## src/rtl/decode_unit_pkg.sv

```systemverilog
// Shared types and constants for the ID stage: opcodes, immediate formats,
// branch funct3 codes, the ID/EX payload layout and the branch comparator.
package decode_unit_pkg;

    localparam int ADDR_W_DEF = 32;
    localparam int XLEN_DEF   = 32;

    localparam logic [6:0] OPC_LUI    = 7'b0110111;
    localparam logic [6:0] OPC_AUIPC  = 7'b0010111;
    localparam logic [6:0] OPC_JAL    = 7'b1101111;
    localparam logic [6:0] OPC_JALR   = 7'b1100111;
    localparam logic [6:0] OPC_BRANCH = 7'b1100011;
    localparam logic [6:0] OPC_LOAD   = 7'b0000011;
    localparam logic [6:0] OPC_STORE  = 7'b0100011;
    localparam logic [6:0] OPC_OP_IMM = 7'b0010011;
    localparam logic [6:0] OPC_OP     = 7'b0110011;

    localparam logic [2:0] F3_BEQ  = 3'b000;
    localparam logic [2:0] F3_BNE  = 3'b001;
    localparam logic [2:0] F3_BLT  = 3'b100;
    localparam logic [2:0] F3_BGE  = 3'b101;
    localparam logic [2:0] F3_BLTU = 3'b110;
    localparam logic [2:0] F3_BGEU = 3'b111;

    typedef enum logic [2:0] {IMM_I, IMM_S, IMM_B, IMM_U, IMM_J, IMM_NONE} imm_fmt_e;

    typedef enum logic {CMP_IDLE, CMP_PEND} cmp_state_e;

    typedef struct packed {
        logic [ADDR_W_DEF-1:0] pc;
        logic [31:0]           inst;
        logic [XLEN_DEF-1:0]   imm;
        logic [XLEN_DEF-1:0]   rs1_data;
        logic [XLEN_DEF-1:0]   rs2_data;
        logic [4:0]            rd;
        logic                  rd_we;
        logic                  illegal;
    } id_ex_t;

    function automatic logic branch_f3_ok(input logic [2:0] f3);
        return (f3 != 3'b010) && (f3 != 3'b011);
    endfunction

    function automatic logic branch_cmp(input logic [XLEN_DEF-1:0] a,
                                        input logic [XLEN_DEF-1:0] b,
                                        input logic [2:0]          f3);
        logic res;
        res = 1'b0;
        case (f3)
            F3_BEQ:  res = (a == b);
            F3_BNE:  res = (a != b);
            F3_BLT:  res = ($signed(a) <  $signed(b));
            F3_BGE:  res = ($signed(a) >= $signed(b));
            F3_BLTU: res = (a <  b);
            F3_BGEU: res = (a >= b);
            default: res = 1'b0;
        endcase
        return res;
    endfunction

endpackage

```

## src/rtl/decode_unit_if.sv

```systemverilog
// Fetch-side, regfile, and EX-side signals of the decode stage.
// slave = decode unit's view; master = the surrounding pipeline's view.
interface decode_unit_if #(
    parameter int ADDR_W = 32,
    parameter int XLEN   = 32
);
    logic              valid_i;
    logic [31:0]       inst_i;
    logic [ADDR_W-1:0] pc_i;
    logic              ready_o;
    logic              jmp_o;
    logic              branch_o;
    logic [ADDR_W-1:0] jmp_target_o;
    logic              branch_cmp_result_valid_o;
    logic              branch_cmp_result_o;
    logic [4:0]        rs1_addr_o;
    logic [4:0]        rs2_addr_o;
    logic [XLEN-1:0]   rs1_data_i;
    logic [XLEN-1:0]   rs2_data_i;
    logic              hazard_i;
    logic              flush_i;
    logic              ex_ready_i;
    logic              ex_valid_o;
    logic [ADDR_W-1:0] ex_pc_o;
    logic [31:0]       ex_inst_o;
    logic [XLEN-1:0]   ex_imm_o;
    logic [XLEN-1:0]   ex_rs1_data_o;
    logic [XLEN-1:0]   ex_rs2_data_o;
    logic [4:0]        ex_rd_o;
    logic              ex_rd_we_o;
    logic              ex_illegal_o;

    modport slave (
        input  valid_i, inst_i, pc_i, rs1_data_i, rs2_data_i, hazard_i, flush_i, ex_ready_i,
        output ready_o, jmp_o, branch_o, jmp_target_o, branch_cmp_result_valid_o,
               branch_cmp_result_o, rs1_addr_o, rs2_addr_o, ex_valid_o, ex_pc_o, ex_inst_o,
               ex_imm_o, ex_rs1_data_o, ex_rs2_data_o, ex_rd_o, ex_rd_we_o, ex_illegal_o
    );

    modport master (
        output valid_i, inst_i, pc_i, rs1_data_i, rs2_data_i, hazard_i, flush_i, ex_ready_i,
        input  ready_o, jmp_o, branch_o, jmp_target_o, branch_cmp_result_valid_o,
               branch_cmp_result_o, rs1_addr_o, rs2_addr_o, ex_valid_o, ex_pc_o, ex_inst_o,
               ex_imm_o, ex_rs1_data_o, ex_rs2_data_o, ex_rd_o, ex_rd_we_o, ex_illegal_o
    );
endinterface

```

## src/rtl/decode_unit_imm_gen.sv

```systemverilog
// Combinational immediate extractor: picks the format from the opcode and
// returns the sign-extended immediate (0 when the opcode carries none).
module imm_gen_sbm
    import decode_unit_pkg::*;
(
    input  logic [31:0] inst,
    output imm_fmt_e    imm_fmt,
    output logic [31:0] imm
);

    always_comb begin
        imm_fmt = IMM_NONE;
        case (inst[6:0])
            OPC_OP_IMM, OPC_LOAD, OPC_JALR: imm_fmt = IMM_I;
            OPC_STORE:                      imm_fmt = IMM_S;
            OPC_BRANCH:                     imm_fmt = IMM_B;
            OPC_LUI, OPC_AUIPC:             imm_fmt = IMM_U;
            OPC_JAL:                        imm_fmt = IMM_J;
            default:                        imm_fmt = IMM_NONE;
        endcase
    end

    always_comb begin
        imm = '0;
        case (imm_fmt)
            IMM_I: imm = {{20{inst[31]}}, inst[31:20]};
            IMM_S: imm = {{20{inst[31]}}, inst[31:25], inst[11:7]};
            IMM_B: imm = {{19{inst[31]}}, inst[31], inst[7], inst[30:25], inst[11:8], 1'b0};
            IMM_U: imm = {inst[31:12], 12'b0};
            IMM_J: imm = {{11{inst[31]}}, inst[31], inst[19:12], inst[20], inst[30:21], 1'b0};
            default: imm = '0;
        endcase
    end

endmodule

```

## src/rtl/decode_unit.sv

```systemverilog
// ID stage: decodes one instruction per handshake, resolves jump/branch
// targets for fetch, and registers the ID/EX payload.
//
// state    | meaning
// CMP_IDLE | no branch outcome outstanding
// CMP_PEND | branch accepted last cycle; resolution pulse this cycle, intake blocked
module decode_unit
    import decode_unit_pkg::*;
#(
    parameter int ADDR_W = ADDR_W_DEF,
    parameter int XLEN   = XLEN_DEF
)(
    input  logic          clk,
    input  logic          rst_n,
    decode_unit_if.slave  io
);

    logic [6:0]  opcode;
    logic [2:0]  funct3;
    logic [4:0]  rd;
    imm_fmt_e    imm_fmt;
    logic [31:0] imm;

    logic is_jal, is_jalr, is_branch, opc_known, writes_rd, illegal;
    logic branch_ok, accept, br_accept, ready;
    logic [ADDR_W-1:0] jalr_sum, target;

    cmp_state_e state_q, state_d;
    logic       cmp_result_q;
    logic       ex_valid_q;
    id_ex_t     ex_q, dec;

    assign opcode = io.inst_i[6:0];
    assign funct3 = io.inst_i[14:12];
    assign rd     = io.inst_i[11:7];

    imm_gen_sbm u_imm_gen (
        .inst    (io.inst_i),
        .imm_fmt (imm_fmt),
        .imm     (imm)
    );

    always_comb begin
        is_jal    = 1'b0;
        is_jalr   = 1'b0;
        is_branch = 1'b0;
        opc_known = 1'b1;
        writes_rd = 1'b0;
        case (opcode)
            OPC_OP, OPC_OP_IMM, OPC_LOAD, OPC_LUI, OPC_AUIPC: writes_rd = 1'b1;
            OPC_JAL:    begin is_jal  = 1'b1; writes_rd = 1'b1; end
            OPC_JALR:   begin is_jalr = 1'b1; writes_rd = 1'b1; end
            OPC_BRANCH: is_branch = 1'b1;
            OPC_STORE:  opc_known = 1'b1;
            default:    opc_known = 1'b0;
        endcase
    end

    assign branch_ok = is_branch & branch_f3_ok(funct3);
    assign illegal   = !opc_known | (is_branch & !branch_f3_ok(funct3));

    assign ready     = (state_q != CMP_PEND) & !io.hazard_i & !io.flush_i
                     & (!ex_valid_q | io.ex_ready_i);
    assign accept    = io.valid_i & ready;
    assign br_accept = accept & branch_ok;

    // JALR target drops bit 0 after the add; JAL/branch share pc + imm.
    assign jalr_sum = io.rs1_data_i[ADDR_W-1:0] + imm[ADDR_W-1:0];
    assign target   = is_jalr ? (jalr_sum & ~ADDR_W'(1)) : (io.pc_i + imm[ADDR_W-1:0]);

    always_comb begin
        dec          = '0;
        dec.pc       = io.pc_i;
        dec.inst     = io.inst_i;
        dec.imm      = imm;
        dec.rs1_data = io.rs1_data_i;
        dec.rs2_data = io.rs2_data_i;
        dec.rd       = rd;
        dec.rd_we    = writes_rd & !illegal & (rd != 5'd0);
        dec.illegal  = illegal;
    end

    always_comb begin
        state_d = state_q;
        case (state_q)
            CMP_IDLE: if (br_accept) state_d = CMP_PEND;
            CMP_PEND: state_d = CMP_IDLE;
            default:  state_d = CMP_IDLE;
        endcase
    end

    always_ff @(posedge clk or negedge rst_n) begin
        if (!rst_n) begin
            state_q      <= CMP_IDLE;
            cmp_result_q <= 1'b0;
        end else begin
            state_q <= state_d;
            if (br_accept)
                cmp_result_q <= branch_cmp(io.rs1_data_i, io.rs2_data_i, funct3);
        end
    end

    // flush only kills the valid bit; ready is already low so no load can collide.
    always_ff @(posedge clk or negedge rst_n) begin
        if (!rst_n) begin
            ex_valid_q <= 1'b0;
            ex_q       <= '0;
        end else if (io.flush_i) begin
            ex_valid_q <= 1'b0;
        end else if (accept) begin
            ex_valid_q <= 1'b1;
            ex_q       <= dec;
        end else if (io.ex_ready_i) begin
            ex_valid_q <= 1'b0;
        end
    end

    assign io.ready_o                   = ready;
    assign io.jmp_o                     = accept & (is_jal | is_jalr);
    assign io.branch_o                  = br_accept;
    assign io.jmp_target_o              = target;
    assign io.branch_cmp_result_valid_o = (state_q == CMP_PEND);
    assign io.branch_cmp_result_o       = cmp_result_q;
    assign io.rs1_addr_o                = io.inst_i[19:15];
    assign io.rs2_addr_o                = io.inst_i[24:20];

    assign io.ex_valid_o    = ex_valid_q;
    assign io.ex_pc_o       = ex_q.pc;
    assign io.ex_inst_o     = ex_q.inst;
    assign io.ex_imm_o      = ex_q.imm;
    assign io.ex_rs1_data_o = ex_q.rs1_data;
    assign io.ex_rs2_data_o = ex_q.rs2_data;
    assign io.ex_rd_o       = ex_q.rd;
    assign io.ex_rd_we_o    = ex_q.rd_we;
    assign io.ex_illegal_o  = ex_q.illegal;

endmodule

```

## src/flat_wrapper.sv

```systemverilog
// flat-port wrapper written by rule: the top's interface ports become plain ports
module decode_unit_flat import decode_unit_pkg::*;
#(
    parameter int ADDR_W = ADDR_W_DEF,
    parameter int XLEN   = XLEN_DEF
)
  (clk, rst_n, io_valid_i, io_inst_i, io_pc_i, io_rs1_data_i, io_rs2_data_i, io_hazard_i, io_flush_i, io_ex_ready_i, io_ready_o, io_jmp_o, io_branch_o, io_jmp_target_o, io_branch_cmp_result_valid_o, io_branch_cmp_result_o, io_rs1_addr_o, io_rs2_addr_o, io_ex_valid_o, io_ex_pc_o, io_ex_inst_o, io_ex_imm_o, io_ex_rs1_data_o, io_ex_rs2_data_o, io_ex_rd_o, io_ex_rd_we_o, io_ex_illegal_o);
  decode_unit_if #(.ADDR_W(ADDR_W), .XLEN(XLEN)) io_i ();
  input  logic clk;
  input  logic rst_n;
  input wire logic [$bits(io_i.valid_i)-1:0] io_valid_i;
  input wire logic [$bits(io_i.inst_i)-1:0] io_inst_i;
  input wire logic [$bits(io_i.pc_i)-1:0] io_pc_i;
  input wire logic [$bits(io_i.rs1_data_i)-1:0] io_rs1_data_i;
  input wire logic [$bits(io_i.rs2_data_i)-1:0] io_rs2_data_i;
  input wire logic [$bits(io_i.hazard_i)-1:0] io_hazard_i;
  input wire logic [$bits(io_i.flush_i)-1:0] io_flush_i;
  input wire logic [$bits(io_i.ex_ready_i)-1:0] io_ex_ready_i;
  output wire logic [$bits(io_i.ready_o)-1:0] io_ready_o;
  output wire logic [$bits(io_i.jmp_o)-1:0] io_jmp_o;
  output wire logic [$bits(io_i.branch_o)-1:0] io_branch_o;
  output wire logic [$bits(io_i.jmp_target_o)-1:0] io_jmp_target_o;
  output wire logic [$bits(io_i.branch_cmp_result_valid_o)-1:0] io_branch_cmp_result_valid_o;
  output wire logic [$bits(io_i.branch_cmp_result_o)-1:0] io_branch_cmp_result_o;
  output wire logic [$bits(io_i.rs1_addr_o)-1:0] io_rs1_addr_o;
  output wire logic [$bits(io_i.rs2_addr_o)-1:0] io_rs2_addr_o;
  output wire logic [$bits(io_i.ex_valid_o)-1:0] io_ex_valid_o;
  output wire logic [$bits(io_i.ex_pc_o)-1:0] io_ex_pc_o;
  output wire logic [$bits(io_i.ex_inst_o)-1:0] io_ex_inst_o;
  output wire logic [$bits(io_i.ex_imm_o)-1:0] io_ex_imm_o;
  output wire logic [$bits(io_i.ex_rs1_data_o)-1:0] io_ex_rs1_data_o;
  output wire logic [$bits(io_i.ex_rs2_data_o)-1:0] io_ex_rs2_data_o;
  output wire logic [$bits(io_i.ex_rd_o)-1:0] io_ex_rd_o;
  output wire logic [$bits(io_i.ex_rd_we_o)-1:0] io_ex_rd_we_o;
  output wire logic [$bits(io_i.ex_illegal_o)-1:0] io_ex_illegal_o;
  assign io_i.valid_i = io_valid_i;
  assign io_i.inst_i = io_inst_i;
  assign io_i.pc_i = io_pc_i;
  assign io_i.rs1_data_i = io_rs1_data_i;
  assign io_i.rs2_data_i = io_rs2_data_i;
  assign io_i.hazard_i = io_hazard_i;
  assign io_i.flush_i = io_flush_i;
  assign io_i.ex_ready_i = io_ex_ready_i;
  assign io_ready_o = io_i.ready_o;
  assign io_jmp_o = io_i.jmp_o;
  assign io_branch_o = io_i.branch_o;
  assign io_jmp_target_o = io_i.jmp_target_o;
  assign io_branch_cmp_result_valid_o = io_i.branch_cmp_result_valid_o;
  assign io_branch_cmp_result_o = io_i.branch_cmp_result_o;
  assign io_rs1_addr_o = io_i.rs1_addr_o;
  assign io_rs2_addr_o = io_i.rs2_addr_o;
  assign io_ex_valid_o = io_i.ex_valid_o;
  assign io_ex_pc_o = io_i.ex_pc_o;
  assign io_ex_inst_o = io_i.ex_inst_o;
  assign io_ex_imm_o = io_i.ex_imm_o;
  assign io_ex_rs1_data_o = io_i.ex_rs1_data_o;
  assign io_ex_rs2_data_o = io_i.ex_rs2_data_o;
  assign io_ex_rd_o = io_i.ex_rd_o;
  assign io_ex_rd_we_o = io_i.ex_rd_we_o;
  assign io_ex_illegal_o = io_i.ex_illegal_o;
  decode_unit #(.ADDR_W(ADDR_W), .XLEN(XLEN)) u_core (.clk(clk), .rst_n(rst_n), .io(io_i));
endmodule
```

## config.mk

```make
export PLATFORM = sky130hd
export DESIGN_NAME = decode_unit_flat
export DESIGN_NICKNAME = d
export VERILOG_FILES = /design/src/rtl/decode_unit_pkg.sv /design/src/rtl/decode_unit_if.sv /design/src/rtl/decode_unit_imm_gen.sv /design/src/rtl/decode_unit.sv /design/src/flat_wrapper.sv
export SDC_FILE = /design/constraint.sdc
export NUM_CORES = 1
export LEC_CHECK = 0
export BUFFER_PORTS_ARGS = -buffer_cell sky130_fd_sc_hd__buf_2
export CORE_ASPECT_RATIO = 0.5
export CORE_MARGIN = 5
export CORE_UTILIZATION = 30
export DETAILED_ROUTE_END_ITERATION = 6
export GPL_ROUTABILITY_DRIVEN = 0
export PLACE_DENSITY = 0.53
export SYNTH_ARGS = -nofsm -noshare
export SYNTH_HDL_FRONTEND = slang
export SYNTH_SLANG_ARGS = --single-unit
```

## constraint.sdc

```tcl
create_clock -name clk -period 8.77 [get_ports clk]
set_clock_uncertainty 0.15 [all_clocks]
set_input_delay 0.4385 -clock clk [delete_from_list [all_inputs] [get_ports clk]]
set_output_delay 0.4385 -clock clk [all_outputs]
set_load 0.005 [all_outputs]
```

==> key figures, run 1 <==
Yosys
  – Yosys warning count: 0
  – Synth area leaders: dfrtp_1, mux2_2, ha_1
  – Largest family of logic cells by synthesized area: compound AO/OA/AOI/OAI gates
  – Yosys top cell area share: 38.2%
  – Synth Area in Compound Gates: 18.1%
  – Synthesized Nets: 1324
  – Sequential area share after synthesis: 38.2%
  – Synth Cell Area: 10800 um^2
  – Flops & latches, synth: 165
  – Fraction of registers with async set or reset after synthesis: 100%
  – Prevailing post-synth register cell: dfrtp_1
  – Avg Inst Size Synth: 9.88 um^2
  – Post-synthesis mux area share: 13.1%
  – Post-synth cell types: 69
  – EDFF count, synth: 0
  – Post-Synth XOR/XNOR Area: 3.97%
  – Yosys top cell by area: dfrtp_1
  – Adder-Cell Fraction of Synth Area: 11.1%
  – Simple-gate share of the synthesized area: 11.4%
  – Syn Inst Count: 1095

Clocking
  – H-Tree Depth: 4
  – CTS buffer count: 17
  – Setup Buffers After CTS: 0
  – CTS Hold Bufs: 1
  – Worst skew pair latency: 0.45 ns
  – Clock-pin slew on the worst setup and hold paths: 0.07 ns
  – TritonCTS clock tree: done
  – Cts repair resizes: 0
  – Longest Clk Path Bufs: 2
  – CTS sink count: 165
  – Root buffer cell: clkbuf_16

STA
  – Final Hold Fails: 0
  – Setup violators final: 0
  – Min Tclk post-route: 5.72 ns
  – Worst Max-Slew Pin Slew: 1.02 ns
  – Final Max Tran Viols: 0
  – Fin Setup TNS: 0 ns
  – Max-slew headroom: 31.7%
  – Fmax: 175 MHz
  – RSZ-0062 raised after global routing: no
  – Part of the cycle the worst path needs: 65.2%

Die
  – Full die area: 40200 um^2
  – Core area: 35700 um^2
  – Starting Density: 30.3%
  – Rows: 49
  – # IOs: 349
  – Die X-Extent: 279 um
  – Die H: 144 um

Flow run
  – Max-Cap Viols: 0

Status
  – Outcome: finished, final reports clean

Cells and area
  – Nets: 1649
  – Util after Layout: 37.9%
  – # diodes: 0
  – Share of cells above drive strength 1: 36.3%
  – P&R area growth vs syn: 25.3%
  – Finished Layout Cells: 1917

Setup path
  – Crit. End Element: output pin
  – Data arrival, critical path: 5.13 ns
  – WS Path Type: in2out
  – CP startpoint kind: input pin
  – CP startpoint: io_inst_i[3]
  – Critical Path Fanout Max: 11
  – Reg2Reg Setup Slack: 5.67 ns
  – Crit path required time: 8.18 ns
  – Reg2reg start: u_core.io.ex_valid_o

Place
  – Placed insts: 1884
  – Port bufs: 348
  – Hpwl dp: 30.5 mm

Hold path
  – Hold path start: io_flush_i
  – HP Class: in2reg

Global route
  – Remaining Overflow, GRT: 0
  – GRT Util Overall: 18.2%
  – Vias in the first global route: 9609
  – Global-route wire length before repair: 56.9 mm
  – Largest net degree at the start of global routing: 96
  – Initial antenna violation count: 0

Power and ir drop
  – Leak pwr: 7.22 nW
  – Pwr Density: 164 nW/um^2
  – Max VDD drop: 0.112 mV

Routing
  – Total Wirelength: 37.7 mm
  – Number of DRC violations after detailed-routing iteration 0: 595
  – Via Count: 9602
  – Via density: 5.01
  – Detailed Routing Iterations Pass 1: 5
  – Drc violations: 0
  – Post-route ant nets: 0
  – Wire per inst: 19.7 um
## synth_stat cells, types with 3 or more instances
master	n
o31ai_1	6
ha_1	93
dfrtp_1	165
nand3_1	20
or3_1	11
a21o_1	62
clkbuf_1	27
a22oi_1	3
buf_1	5
a22o_1	4
o21ai_1	7
xnor2_1	32
o211ai_1	4
a211oi_1	10
xor2_1	17
nor3_1	10
nand2_1	98
nor4_1	3
o21bai_1	10
a31oi_1	6
nand2b_1	10
buf_4	16
and3_1	5
and2_1	8
o21ai_0	78
a21oi_1	63
o31a_1	3
nand4_1	15
inv_1	51
o21a_1	8
mux2i_1	4
mux2_2	122
nor2b_1	14
nor2_1	55
a211o_1	5
## critical path: stages
cell and delay (ns):
buf_2 0.13, nand3b_2 0.31, nor3_1 0.68, nor2_1 0.27
nor2_1 0.70, a21o_1 0.24, ha_1 0.32, a2111o_1 0.41
and3_1 0.17, a211oi_1 0.30, a21o_1 0.30, a2bb2oi_1 0.29
mux2i_1 0.22, nor3_1 0.06, a21oi_1 0.12, buf_2 0.15
## metal layers
layer	part of all wire, %	GRT usage, %
met1	41	21.8
met2	50	32.0
met3	5.2	4.34
met4	3.6	7.38
met5	0	0
## final timing paths
path	cells past startpoint	endpoint
max in group asynchronous	3	u_core.io.ex_imm_o[11]
worst max-delay path	16	io_jmp_target_o[29]
worst max register to register	6	u_core.io.branch_cmp_result_o
min in group asynchronous	2	u_core.io.ex_inst_o[18]
worst min register to register	2	u_core.io.ex_rs1_data_o[0]
worst min-delay path	2	u_core.io.ex_valid_o
## metrics by stage
stage / hold WS [ns] / power, mW / setup slack (ns) / instance area, um^2
final: 0.0524 / 2.22 / 3.05 / 13600
after global routing: 0.0386 / 2.35 / 2.70 / 13600
after CTS: 0.0273 / 2.26 / 3.12 / 13600
after detailed placement: 0.314 / 1.51 / 3.15 / 13000
after global placement: 0.310 / 1.50 / 3.19 / 13000
after floorplan: -0.00709 / 1.23 / 4.28 / 10800
## cell usage in the layout (no fill, tap or decap), types with 11 or more instances in the layout
cell / netlist / routed
inv_1: 51 / 51
a21oi_1: 63 / 63
nor2b_1: 14 / 14
or3_1: 11 / 11
ha_1: 93 / 93
nand2_1: 98 / 97
nand3_1: 20 / 20
xnor2_1: 32 / 32
a21o_1: 62 / 62
nor2_1: 55 / 54
mux2_2: 122 / 122
clkbuf_16: 0 / 17
xor2_1: 17 / 17
nand4_1: 15 / 15
buf_2: 2 / 347
o21ai_0: 78 / 78
dfrtp_1: 165 / 165
## cell families after synthesis
logic type | Yosys count
simple gates | 260
xor+xnor | 49
compound gates | 299
buf+inv | 101
mux | 126
flops | 165
fa+ha+maj | 95
## where the power goes
part / internal (mW) / leakage, nW / switching, mW
registers: 0.883 / 2.05 / 0.0590
clock network: 0.400 / 0.257 / 0.330
logic: 0.268 / 4.91 / 0.281
## state kept, by name, indices dropped and copies added, names as in the netlist
name	count
u_core.io.ex_valid_o	1
u_core.io.ex_rd_o	4
u_core.io.ex_rs2_data_o	32
u_core.io.ex_inst_o	28
u_core.io.ex_rd_we_o	1
u_core.io.ex_pc_o	32
u_core.io.ex_rs1_data_o	32
u_core.io.ex_illegal_o	1
u_core.io.branch_cmp_result_valid_o	1
u_core.io.branch_cmp_result_o	1
u_core.io.ex_imm_o	32
## final cells by class
cell class / instances / area, um^2
Clock inverter: 10 / 100
Sequential cell: 165 / 4130
Timing Repair Buffer: 356 / 1810
Inverter: 51 / 191
Clock buffer: 22 / 454
Multi-Input combinational cell: 829 / 6260
Tap cell: 484 / 606
Fill cell: 3684 / 22200
(Power assumes the default switching activity.)
==> inputs of run 2 (changes only) <==
--- a/config.mk
+++ b/config.mk
@@ -5,13 +5,14 @@
 export SDC_FILE = /design/constraint.sdc
 export NUM_CORES = 1
 export LEC_CHECK = 0
+export ABC_AREA = 1
 export BUFFER_PORTS_ARGS = -buffer_cell sky130_fd_sc_hd__buf_2
 export CORE_ASPECT_RATIO = 0.5
 export CORE_MARGIN = 5
 export CORE_UTILIZATION = 30
 export DETAILED_ROUTE_END_ITERATION = 6
 export GPL_ROUTABILITY_DRIVEN = 0
-export PLACE_DENSITY = 0.53
+export PLACE_DENSITY = 0.54
 export SYNTH_ARGS = -nofsm -noshare
 export SYNTH_HDL_FRONTEND = slang
 export SYNTH_SLANG_ARGS = --single-unit
==> constraint.sdc (replaced) <==
create_clock -name clk -period 4.7 [get_ports clk]
set_clock_uncertainty 0.15 [all_clocks]
set_input_delay 0.235 -clock clk [delete_from_list [all_inputs] [get_ports clk]]
set_output_delay 0.235 -clock clk [all_outputs]
set_load 0.005 [all_outputs]
==> key figures, run 2 <==
Clocking
  – CTS buffer count: 17 (unchanged)
  – Cts repair resizes: 0 (unchanged)
  – Setup Buffers After CTS: 0 (unchanged)
  – Root buffer cell: clkbuf_16
  – TritonCTS clock tree: done
  – Clock-pin slew on the worst setup and hold paths: 0.06 ns (about the same)
  – Longest Clk Path Bufs: 2 (unchanged)
  – CTS sink count: 165 (unchanged)
  – Worst skew pair latency: 0.45 ns (about the same)
  – H-Tree Depth: 4 (unchanged)
  – CTS Hold Bufs: 127 (+126)

Global route
  – Largest net degree at the start of global routing: 232 (+140%)
  – GRT Util Overall: 22.1% (+3.9 points)
  – Vias in the first global route: 12.2k (+27%)
  – Remaining Overflow, GRT: 0 (unchanged)
  – Initial antenna violation count: 0 (unchanged)
  – Global-route wire length before repair: 71.9 mm (+26%)

Yosys
  – Post-synth cell types: 47 (-32%)
  – Yosys top cell by area: dfrtp_1
  – Top post-synthesis cells by count: nand2_1, dfrtp_1, inv_1, o21ai_0, nor2_1
  – Syn Inst Count: 1646 (+50%)
  – Synth Cell Area: 11500 um^2 (+6.3%)
  – Synthesized Nets: 1875 (+42%)
  – Yosys top cell area share: 35.9% (-2.3 points)
  – EDFF count, synth: 0 (unchanged)
  – Prevailing post-synth register cell: dfrtp_1
  – Sequential area share after synthesis: 35.9% (-2.3 points)
  – Yosys warning count: 0 (unchanged)
  – Avg Inst Size Synth: 6.99 um^2 (-29%)
  – Flops & latches, synth: 165 (unchanged)
  – Synth area leaders: dfrtp_1, nand2_1, ha_1
  – Fraction of registers with async set or reset after synthesis: 100% (unchanged)
  – Most numerous cell in the Yosys netlist: nand2_1

Setup path
  – Data arrival, critical path: 4.07 ns (-1.06 ns)
  – Crit path required time: 4.32 ns (-3.86 ns)
  – Crit. End Element: output pin
  – CP startpoint kind: input pin
  – WS Path Type: in2out
  – Critical Path Fanout Max: 9 (-2)

Place
  – Hpwl dp: 37.7 mm (+23%)
  – Placed insts: 2474 (+31%)
  – DP Worst Slack: 0.409 ns (-2.74 ns)
  – Port bufs: 348 (unchanged)

STA
  – WHS: 0.0343 ns (-0.0181 ns)
  – Setup violators final: 0 (unchanged)
  – Setup WS post-layout: 0.246 ns (-2.80 ns)
  – Final Max Tran Viols: 0 (unchanged)
  – RSZ-0062 raised after global routing: no
  – Min Tclk post-route: 4.45 ns
  – Final Hold Fails: 0 (unchanged)
  – Worst Max-Slew Pin Slew: 1.25 ns (+0.226 ns)
  – Fmax: 225 MHz
  – Part of the cycle the worst path needs: 94.8%
  – Fin Setup TNS: 0 ns (unchanged)
  – Max-slew headroom: 15.8% (-16 points)

Routing
  – Post-route ant nets: 0 (unchanged)
  – Detailed Routing Iterations Pass 1: 7 (+2)
  – Via Count: 12.5k (+30%)
  – Drc violations: 0 (unchanged)
  – Total Wirelength: 48.3 mm (+28%)
  – Via density: 4.74 (-5.4%)
  – Number of DRC violations after detailed-routing iteration 0: 901 (+51%)
  – Wire per inst: 18.4 um (-6.6%)

Die
  – Core area: 37600 um^2 (+5.2%)
  – Rows: 50 (+2.0%)
  – Starting Density: 30.6% (+0.32 points)
  – Die X-Extent: 287 um (+3.0%)
  – # IOs: 349 (unchanged)
  – Die H: 148 um (+2.9%)
  – Full die area: 42600 um^2 (+6.0%)

Cells and area
  – # diodes: 0 (unchanged)
  – Most common cell after layout, fill and taps aside: nand2_1
  – Fillers: 3965 (+7.6%)
  – P&R area growth vs syn: 36.5%
  – Most frequent cells in the layout: nand2_1, buf_2, dfrtp_1
  – Share of cells above drive strength 1: 20.4% (-16 points)
  – Nets: 2329 (+41%)
  – Finished Layout Cells: 2633 (+37%)

Power and ir drop
  – Leak pwr: 8.76 nW (+21%)
  – Max VDD drop: 0.260 mV (+130%)
  – Pwr Density: 283 nW/um^2 (+73%)

Hold path
  – HP Class: in2reg

Flow run
  – Max-Cap Viols: 0 (unchanged)

Status
  – Outcome: finished, final reports clean
==> run 2: cell types whose count changed after synthesis, sizes merged, moves of 14 or more <==
cell,change
a21o,-48
a21oi,+41
inv,+118
mux2,-122
nand2,+492
nand3,+29
nor2,+68
nor2b,-14
o21ai,+89
xnor2,-24
==> run 2: cells by family (layout without fill, tap and decap cells) <==
kind of cell / Yosys count / in the layout / synth area share (%)
compound gates: 335 / 335 / 15.8
xor+xnor: 20 / 20 / 1.52
flops: 165 / 165 / 35.9
mux: 1 / 1 / 0.0870
simple gates: 802 / 802 / 28.3
fa+ha+maj: 95 / 95 / 10.5
buf+inv: 228 / 695 / 8.01
==> run 2: routing by layer <==
metal  wire (um)  global-route usage [%]  vias up
met5           0                       0        -
met2       22800                    36.5      343
met3        2690                    4.01       69
met4        1370                    7.08        0
met1       21400                    29.6     5803
li1            -                       -     6267
==> run 2: path summary, 6_finish.rpt <==
path                       cells past startpoint  slack [ns]              startpoint                      end
max                                           21        0.25            io_inst_i[1]      io_jmp_target_o[21]
min                                            3        0.03           io_inst_i[22]  u_core.io.ex_inst_o[22]
max reg2reg                                    8        2.23    u_core.io.ex_valid_o   u_core.io.ex_imm_o[17]
min reg2reg                                    2        0.33  u_core.io.ex_inst_o[0]   u_core.io.ex_inst_o[0]
max in group asynchronous                      3        3.16                   rst_n     u_core.io.ex_valid_o
min in group asynchronous                      2        0.24                   rst_n    u_core.io.ex_pc_o[10]
==> run 2: metrics by stage <==
step           total power [mW]  utilization, %  instance area (um^2)
6_report                   4.44            41.8                 15700
5_1_grt                    4.70            41.8                 15700
4_1_cts                    4.49            41.8                 15700
3_5_place_dp               2.81            36.7                 13800
3_3_place_gp               2.80            36.7                 13800
2_1_floorplan              2.25               -                 11500
==> run 2: final cells by class <==
type | count | area (um^2) | share of cell area, %
multi-input cells | 1253 | 6460 | 41.1
repair buffers | 494 | 3190 | 20.3
inverters | 169 | 636 | 4.05
flip-flops and latches | 165 | 4130 | 26.3
clock inverters | 11 | 161 | 1.03
clock buffers | 21 | 480 | 3.06
well taps | 520 | 651 | 4.14
==> run 2: critical path, cell delays in order <==
cell	delay [ns]
buf_2	0.10
nand2_1	0.14
inv_2	0.05
nand2_1	0.08
inv_1	0.07
nand2_1	0.10
nand2_1	0.15
o21ai_2	0.31
o21ai_0	0.46
ha_1	0.59
nand2_1	0.13
nor2_1	0.23
nand4_1	0.13
o21ai_1	0.34
a21o_1	0.21
nand2_1	0.06
nand2_1	0.08
a21oi_1	0.06
o21ai_0	0.19
nand2_1	0.19
buf_2	0.18
==> run 2: where the power goes <==
part	switching, mW	total [mW]	internal (mW)	leakage, nW
sequential	0.111	1.74	1.63	2.11
combinational	0.647	1.13	0.481	6.34
clock	0.666	1.57	0.906	0.307
total	1.42	4.44	3.02	8.76
==> inputs of run 3 (changes only) <==
--- a/config.mk
+++ b/config.mk
@@ -5,14 +5,13 @@
 export SDC_FILE = /design/constraint.sdc
 export NUM_CORES = 1
 export LEC_CHECK = 0
-export ABC_AREA = 1
 export BUFFER_PORTS_ARGS = -buffer_cell sky130_fd_sc_hd__buf_2
 export CORE_ASPECT_RATIO = 0.5
 export CORE_MARGIN = 5
 export CORE_UTILIZATION = 30
 export DETAILED_ROUTE_END_ITERATION = 6
 export GPL_ROUTABILITY_DRIVEN = 0
-export PLACE_DENSITY = 0.54
+export PLACE_DENSITY = 0.55
 export SYNTH_ARGS = -nofsm -noshare
 export SYNTH_HDL_FRONTEND = slang
 export SYNTH_SLANG_ARGS = --single-unit
==> key figures, run 3 (same netlist as run 1, synthesis figures left out) <==
Routing
  – Via density: 4.88 (+2.9%)
  – Top sig layer: met4
  – Total Wirelength: 39.1 mm (-19%)
  – Number of DRC violations after detailed-routing iteration 0: 563 (-38%)
  – Met3 WL: 1.54 mm (-43%)
  – Post-route ant nets: 0 (unchanged)
  – Wire length on met2: 20.0 mm (-12%)
  – Wire per inst: 18.9 um (+3.2%)
  – Detailed Routing Iterations Pass 1: 5 (-2)
  – Drc violations: 0 (unchanged)
  – Via Count: 10.1k (-19%)
  – WL met1: 16.2 mm (-24%)

STA
  – RSZ-0062 raised after global routing: yes
  – Fmax: 221 MHz (-1.5%)
  – Part of the cycle the worst path needs: 96.2% (+1.5 points)
  – Min Tclk post-route: 4.52 ns (+0.0694 ns)
  – Final Max Tran Viols: 0 (unchanged)
  – Max-slew headroom: 42.1% (+26 points)
  – Worst Max-Slew Pin Slew: 0.869 ns (-0.381 ns)
  – Setup WS post-layout: 0.176 ns (-0.0694 ns)
  – Fin Setup TNS: 0 ns (unchanged)
  – Final Hold Fails: 0 (unchanged)
  – Setup violators final: 0 (unchanged)

Cells and area
  – Nets: 1796 (-23%)
  – Share of cells above drive strength 1: 35.2% (+15 points)
  – Most frequent cells in the layout: buf_2, dfrtp_1, dlygate4sd3_1
  – Most common cell after layout, fill and taps aside: buf_2
  – Fillers: 3560 (-10%)
  – Sequential cell area: 4130 um^2 (unchanged)
  – P&R area growth vs syn: 39.9%
  – Area of the multi-input gates: 6360 um^2 (-1.5%)

Global route
  – Largest net degree at the start of global routing: 78 (-66%)
  – Vias in the first global route: 10.2k (-16%)
  – Global-route wire length before repair: 58.9 mm (-18%)
  – GRT Util Overall: 18.9% (-3.3 points)
  – Remaining Overflow, GRT: 0 (unchanged)
  – Initial antenna violation count: 1 (+1)

Place
  – Hpwl dp: 30.5 mm (-19%)
  – DP Worst Slack: -0.0263 ns (-0.435 ns)
  – Port bufs: 348 (unchanged)

Status
  – Outcome: finished, final reports clean

Power and ir drop
  – Max VDD drop: 0.217 mV (-17%)
  – Total power: 4.35 mW (-2.0%)
  – Leak pwr: 7.88 nW (-10%)
  – Pwr Density: 288 nW/um^2 (+1.7%)

Setup path
  – CP Buf/Inv Count: 3 (-1)
  – Crit path required time: 4.32 ns (about the same)
  – Slowest CP cell: a211o_1
  – Crit. End Element: output pin
  – Crit-path cells: buf_2 -> or2b_1 -> nor2_1 -> a21oi_1 -> or3_1 -> o211ai_1 -> buf_4 -> ha_1 -> and4_1 -> and3_1 -> o31ai_4 -> a211o_1 -> a21oi_2 -> o311ai_2 -> a311oi_2 -> nor2_1 -> xor2_1 -> a22oi_1 -> buf_2
  – CP top delay family: simple AND/OR/NAND/NOR gates
  – WS Path Type: in2out
  – CP startpoint kind: input pin
  – Critical Path Fanout Max: 8 (-1)
  – Crit path largest cell delay: 0.36 ns (-0.23 ns)
  – Data arrival, critical path: 4.14 ns (+0.07 ns)

Die
  – Full die area: 40200 um^2 (-5.6%)
  – Core area: 35700 um^2 (-4.9%)
  – Die H: 144 um (-2.8%)
  – Rows: 49 (-2.0%)
  – # IOs: 349 (unchanged)
  – Starting Density: 30.3% (-0.32 points)
  – Die X-Extent: 279 um (-2.9%)

Clocking
  – Root buffer cell: clkbuf_16
  – H-Tree Depth: 4 (unchanged)
  – Longest Clk Path Bufs: 2 (unchanged)
  – Clock-pin slew on the worst setup and hold paths: 0.07 ns (about the same)
  – TritonCTS clock tree: done
  – CTS buffer count: 17 (unchanged)
  – CTS sink count: 165 (unchanged)
  – Worst skew pair latency: 0.45 ns (about the same)

Flow run
  – Max-Cap Viols: 0 (unchanged)

Hold path
  – HP Class: in2reg
## run 3: stage by stage
| stage | instance area [um^2] | instances | hold WS, ns | util (%) |
|---|---|---|---|---|
| after floorplan | 10800 | 1095 | -0.211 | - |
| after global placement | 13100 | 1897 | 0.180 | 36.6 |
| after detailed placement | 13100 | 1897 | 0.169 | 36.6 |
| after CTS | 15000 | 2061 | 0.0326 | 42.0 |
| after global routing | 15100 | 2065 | 0.0528 | 42.3 |
| final | 15100 | 2065 | 0.0758 | 42.3 |
## run 3: layer usage
layer  track usage, %  vias to the layer above
met4             6.81                        0
met5                0                        -
met2             34.1                      218
li1                 -                     4894
met1             22.7                     4893
met3             3.65                       64
## run 3: path summary, 6_finish.rpt
| kind | end | slack [ns] | depth (start not counted) | startpoint |
|---|---|---|---|---|
| max in group asynchronous | u_core.io.ex_rs1_data_o[5] | 3.03 | 3 | rst_n |
| min in group asynchronous | u_core.io.ex_inst_o[18] | 0.24 | 2 | rst_n |
| min reg2reg | u_core.io.ex_rs2_data_o[2] | 0.33 | 2 | u_core.io.ex_rs2_data_o[2] |
| max | io_jmp_target_o[30] | 0.18 | 19 | io_inst_i[5] |
| min | u_core.io.branch_cmp_result_valid_o | 0.08 | 3 | io_inst_i[6] |
| max reg2reg | u_core.io.ex_valid_o | 1.53 | 6 | u_core.io.ex_valid_o |
## run 3: timing repair
| item | 4_1_cts | 5_1_grt |
|---|---|---|
| pin swaps | 0 | 5 |
| buffers inserted | 0 | 3 |
| setup endpoints to repair | 1 | 13 |
| resized for setup | 2 | 19 |
| hold endpoints to repair | 205 | 0 |
| hold buffers | 132 | 0 |
## run 3: power by group
group          leakage, nW  internal, mW  total (mW)  switching, mW
clock network        0.292         0.813        1.47          0.655
registers             2.05          1.65        1.75          0.107
logic                 5.54         0.576        1.13          0.553
## run 3: final cells by class
cell class / count / area share (%)
Multi-Input combinational cell: 829 / 42.0
Sequential cell: 165 / 27.3
Timing Repair Buffer: 503 / 21.4
Tap cell: 484 / 4.00
Clock buffer: 18 / 2.90
Inverter: 51 / 1.26
Clock inverter: 14 / 1.08
Antenna cell: 1 / 0.0165
## run 3: tightest hold or removal path: stages
cell	delay (ns)
buf_2	0.16
nand2_1	0.15
nor3_1	0.08
